**src/rtl/gpio_loopback_injector.sv**
```systemverilog
// GPIO loopback with programmable latency and parity-fault injection.
// Corrupts GPIOOUT for a bounded window on an error_i rising edge and counts accepted/dropped requests.
//
// state     | meaning
// ----------+-----------------------------------------------------------
// S_IDLE    | waiting for an error_i rising edge
// S_INJECT  | mask applied at the pipeline input, PULSE_LEN cycles
// S_HOLDOFF | no mask, new requests dropped for HOLDOFF cycles
module gpio_loopback_injector #(
   parameter int DATA_WIDTH = 16,
   parameter int LATENCY    = 2,
   parameter int PULSE_LEN  = 4,
   parameter int HOLDOFF    = 8
) (
   input  logic                  clk,
   input  logic                  reset_n,
   input  logic                  error_i,
   input  logic [1:0]            err_mode_i,
   input  logic [4:0]            err_bit_i,
   input  logic [DATA_WIDTH:0]   GPIOOUT_i,
   output logic [DATA_WIDTH:0]   GPIOIN_o,
   output logic                  inj_active_o,
   output logic                  busy_o,
   output logic [15:0]           inj_count_o,
   output logic [7:0]            drop_count_o
);

   localparam int IW = $clog2(DATA_WIDTH + 1);

   typedef enum logic [1:0] {
      S_IDLE    = 2'd0,
      S_INJECT  = 2'd1,
      S_HOLDOFF = 2'd2
   } state_t;

   state_t              state_q, state_d;
   logic [7:0]          cnt_q, cnt_d;
   logic [1:0]          mode_q, mode_d;
   logic [IW-1:0]       bit_q, bit_d;
   logic [IW-1:0]       bit_nxt;
   logic                error_q;
   logic                rise;
   logic                accept;
   logic                drop;
   logic [DATA_WIDTH:0] mask;

   logic [DATA_WIDTH:0] pipe_data [LATENCY];
   logic                pipe_inj  [LATENCY];

   assign rise   = error_i & ~error_q;
   assign busy_o = (state_q != S_IDLE);

   always_ff @(posedge clk or negedge reset_n) begin
      if (!reset_n) begin
         state_q      <= S_IDLE;
         cnt_q        <= '0;
         mode_q       <= '0;
         bit_q        <= '0;
         error_q      <= 1'b0;
         inj_count_o  <= '0;
         drop_count_o <= '0;
      end else begin
         state_q <= state_d;
         cnt_q   <= cnt_d;
         mode_q  <= mode_d;
         bit_q   <= bit_d;
         error_q <= error_i;
         if (accept && (inj_count_o != 16'hFFFF))
            inj_count_o <= inj_count_o + 16'd1;
         if (drop && (drop_count_o != 8'hFF))
            drop_count_o <= drop_count_o + 8'd1;
      end
   end

   always_comb begin
      state_d = state_q;
      cnt_d   = cnt_q;
      mode_d  = mode_q;
      bit_d   = bit_q;
      accept  = 1'b0;
      drop    = 1'b0;
      case (state_q)
         S_IDLE: begin
            if (rise) begin
               accept  = 1'b1;
               mode_d  = err_mode_i;
               bit_d   = IW'(32'(err_bit_i) % DATA_WIDTH);
               cnt_d   = 8'(PULSE_LEN);
               state_d = S_INJECT;
            end
         end
         S_INJECT: begin
            drop = rise;
            if (cnt_q == 8'd1) begin
               if (HOLDOFF > 0) begin
                  state_d = S_HOLDOFF;
                  cnt_d   = 8'(HOLDOFF);
               end else begin
                  state_d = S_IDLE;
               end
            end else begin
               cnt_d = cnt_q - 8'd1;
            end
         end
         S_HOLDOFF: begin
            drop = rise;
            if (cnt_q == 8'd1)
               state_d = S_IDLE;
            else
               cnt_d = cnt_q - 8'd1;
         end
         default: state_d = S_IDLE;
      endcase
   end

   // modes 2 and 3 flip two bits so parity stays consistent
   always_comb begin
      bit_nxt = IW'((32'(bit_q) + 32'd1) % DATA_WIDTH);
      mask    = '0;
      if (state_q == S_INJECT) begin
         case (mode_q)
            2'd0: mask[DATA_WIDTH] = 1'b1;
            2'd1: mask[bit_q]      = 1'b1;
            2'd2: begin
               mask[bit_q]      = 1'b1;
               mask[DATA_WIDTH] = 1'b1;
            end
            default: begin
               mask[bit_q]   = 1'b1;
               mask[bit_nxt] = 1'b1;
            end
         endcase
      end
   end

   always_ff @(posedge clk or negedge reset_n) begin
      if (!reset_n) begin
         for (int i = 0; i < LATENCY; i++) begin
            pipe_data[i] <= '0;
            pipe_inj[i]  <= 1'b0;
         end
      end else begin
         pipe_data[0] <= GPIOOUT_i ^ mask;
         pipe_inj[0]  <= (state_q == S_INJECT);
         for (int i = 1; i < LATENCY; i++) begin
            pipe_data[i] <= pipe_data[i-1];
            pipe_inj[i]  <= pipe_inj[i-1];
         end
      end
   end

   assign GPIOIN_o     = pipe_data[LATENCY-1];
   assign inj_active_o = pipe_inj[LATENCY-1];

endmodule
```
**config.mk**
```make
export PLATFORM = sky130hd
export DESIGN_NAME = gpio_loopback_injector
export DESIGN_NICKNAME = d
export VERILOG_FILES = /design/src/rtl/gpio_loopback_injector.sv
export SDC_FILE = /design/constraint.sdc
export NUM_CORES = 1
export LEC_CHECK = 0
export ABC_AREA = 0
export BUFFER_PORTS_ARGS = -buffer_cell sky130_fd_sc_hd__buf_4
export CAP_MARGIN = 10
export CELL_PAD_IN_SITES_DETAIL_PLACEMENT = 1
export CELL_PAD_IN_SITES_GLOBAL_PLACEMENT = 1
export CORE_ASPECT_RATIO = 1.2
export CORE_MARGIN = 5
export CORE_UTILIZATION = 39
export CTS_CLUSTER_DIAMETER = 120
export CTS_CLUSTER_SIZE = 40
export DETAILED_ROUTE_END_ITERATION = 7
export GPL_TIMING_DRIVEN = 0
export HOLD_SLACK_MARGIN = 0.03
export PLACE_DENSITY = 0.85
export SLEW_MARGIN = 15
export SYNTH_ARGS = -nofsm -noshare
export SYNTH_HDL_FRONTEND = slang
export SYNTH_SLANG_ARGS = --single-unit
```
**constraint.sdc**
```tcl
create_clock -name clk -period 1.6 [get_ports clk]
set_input_delay 0.16 -clock clk [delete_from_list [all_inputs] [get_ports clk]]
set_output_delay 0.16 -clock clk [all_outputs]
set_load 0.03 [all_outputs]
```
==> results.cfg <==
[synth]
syn_inst = 311
synth-xor-area-share = 0.0931
synth-compound-area-share = 0.0701
ys_top_cells_by_area = dfrtp_1 55%, xor2_1 6.3%, nand2_1 3.8%
synth_fa_ha_area_frac = 0.0359
synth_edf_count = 0
synth_seq_cells = 77
yosysUniqueCellTypes = 46
ys_warn_count = 0
synth_top_area_frac = 0.553
synth_top_flop_cell = dfrtp_1
synth-simple-area-share = 0.184
synth_top_family_by_area = simple AND/OR/NAND/NOR gates
syn_nets = 348
async_reset_ff_frac = 1.00
yosysSeqAreaShare = 0.553
syn_area_um2 = 3480
yosysTopAreaCell = dfrtp_1
syn_avg_cell_area_um2 = 11.2
synthMuxAreaShare = 0.0133

[floorplanning]
die_h_um = 114
start_util = 0.402
die_area_um2 = 10900
ioPinCount = 70
coreArea_um2 = 8660
num_rows = 37
fp.dieW_um = 96.3

[setup_path]
ff2ff_setup_slack_ns = -0.29
cp-end-kind = flop
required_ns = 1.87
worstSetupStartpointType = flop
crit_fanout = 4
path_class = reg2reg
cp.arrival_ns = 2.17

[drt]
finalWirelength_um = 13100
drc = 0
vias = 3071
avgViaCountPerCell = 5.31
dr.pass1.iters = 4
antenna_left = 0
wl_per_cell_um = 22.6
drtIter0Drc = 168

[timing]
period_share = 1.18
setup_viol = 39
rsz0062_at_grt = yes
fin_ws_ns = -0.294
slew_headroom = 0.359
max_freq_mhz = 528
worst_pin_slew_ns = 0.962
drv_slew = 0
final-hold-violation-count = 0
finalClockSkew_ns = 0.0127
fin_crit_ns = 1.89

[cells_and_area]
design_area_um2 = 5430
final_cells = 578
areaGrowthSynthToFinish_pct = 56.0
final_common_cell = buf_4
diodes = 0
mostFrequentLayoutCells = 113 x buf_4, 61 x dfrtp_1, 30 x nand2_1
fin_util = 0.628
layout-drive-gt1-share = 0.497
nets = 494

[global_route]
grt.overflow.total = 0
grt_pass1_vias = 3209
grt_max_degree = 78
grt_pass1_wl_um = 16400
antenna_found_initial = 0
track_usage = 0.199

[placement]
numPortBuffers = 68
dp.cells = 496
dp_hpwl_um = 6040
gp_congestion = 0.721
place_area_um2 = 4250

[clock_tree]
clock_sinks = 77
h-tree-depth = 3
cts_inserted_buffers = 9
cts_tree = done
cts_root_buf = clkbuf_8
cts_max_path_buffers = 2
path_clk_slew_ns = 0.08
clock_latency_ns = 0.37

[job]
cap_violations = 0

[power_and_ir_drop]
power_leakage_uw = 0.00246
power.density_nw_per_um2 = 1600
peakVddDrop_mv = 0.963

[hold_path]
hold_path.class = reg2reg

[outcome]
outcome = finished, violations left
violations = setup timing
[registers in the layout, summed over array words and instances, names as in the netlist]
register,flops
GPIOIN_o,17
pipe_data,17
inj_count_o,16
cnt_q,8
drop_count_o,8
bit_q,4
mode_q,2
state_q,2
error_q,1
inj_active_o,1
pipe_inj,1
[worst paths after layout]
check,from,endpoint,depth (start not counted)
max in group asynchronous,reset_n,drop_count_o[1]$_DFFE_PN0P_,2
worst min-delay path,pipe_data[33]$_DFF_PN0_,GPIOIN_o[16]$_DFF_PN0_,0
worst max-delay path,state_q[1]$_DFFE_PN0P_,pipe_data[28]$_DFF_PN0_,9
worst min register to register,pipe_data[33]$_DFF_PN0_,GPIOIN_o[16]$_DFF_PN0_,0
min in group asynchronous,reset_n,GPIOIN_o[13]$_DFF_PN0_,2
worst max register to register,state_q[1]$_DFFE_PN0P_,pipe_data[28]$_DFF_PN0_,9
[kinds of logic (layout without fill, tap and decap cells)]
family	count (synthesis)	count (layout)
flip-flops	77	77
adder cells (fa/ha/maj)	10	10
AND/OR/NAND/NOR	115	115
XOR/XNOR	37	37
AO/OA/AOI/OAI	39	39
buffers and inverters	29	179
multiplexers	4	4
[routing by layer]
layer | routed length [um] | vias to the layer above | track usage
met1 | 4830 | 1568 | 0.230
met2 | 6980 | 106 | 0.346
met3 | 623 | 36 | 0.0330
li1 | - | 1361 | -
met4 | 639 | 0 | 0.103
met5 | 0 | - | 0
[power by group]
part / internal [uW] / total [uW] / switching [uW]
Combinational: 1920 / 4360 / 2430
Clock: 635 / 1420 / 786
Sequential: 2380 / 2910 / 526
[layout make-up]
class	count	area, um^2
buffer	21	163
clock buffer	11	151
clock inverter	4	23.8
fill	909	3220
inverter	7	26.3
multi-input combinational	205	1830
sequential	77	1950
tap	117	146
timing repair buffer	136	1150
[stage by stage]
stage / setup TNS [ns] / worst slack [ns] / total power (uW) / hold WS (ns)
CTS: -0.631 / -0.101 / 7330 / 0.352
finish: -6.41 / -0.294 / 8690 / 0.353
detailed placement: -6.35 / -0.378 / 5530 / 0.306
global route: -8.84 / -0.382 / 9090 / 0.366
floorplan: -0.270 / -0.0796 / 4610 / -0.136
global placement: -4.04 / -0.306 / 5360 / 0.300
[Yosys cell counts, types with 2 or more instances]
library cell  count
o21a_1            2
nand3_1           8
nor2_1           18
ha_1             10
nand4_2           2
nand2_1          35
nand3b_1          5
o21ai_0          10
and3_1            7
o211ai_1          4
nor4_1            4
nor2b_1           4
nor3_1            7
xor2_1           25
dfrtp_1          77
a21oi_1           9
a31oi_1           4
nor4_4            2
xnor2_1          12
nand2b_1          2
buf_4            17
clkbuf_1          4
nor4b_1           3
or3_1             2
mux2i_1           2
nor3b_1           2
inv_1             7
nand4_1           9
[worst max-delay path, stage by stage, from the launching register on]
cell,delay (ns)
dfrtp_1,0.42
inv_2,0.12
buf_6,0.11
buf_6,0.09
ha_4,0.19
buf_6,0.12
o21a_4,0.15
nand3b_1,0.20
nor2_2,0.18
xor2_1,0.21
[what timing repair did]
item                                   in CTS  in global routing
gates cloned                                0                  0
resized for setup                          25                 74
setup buffers                              25                 18
setup endpoints to repair                  45                 40
hold buffers                               25                  0
endpoints found under the hold margin     101                  0
pin swaps                                  18                 28
Note: power is estimated with default switching activity, not from simulation.
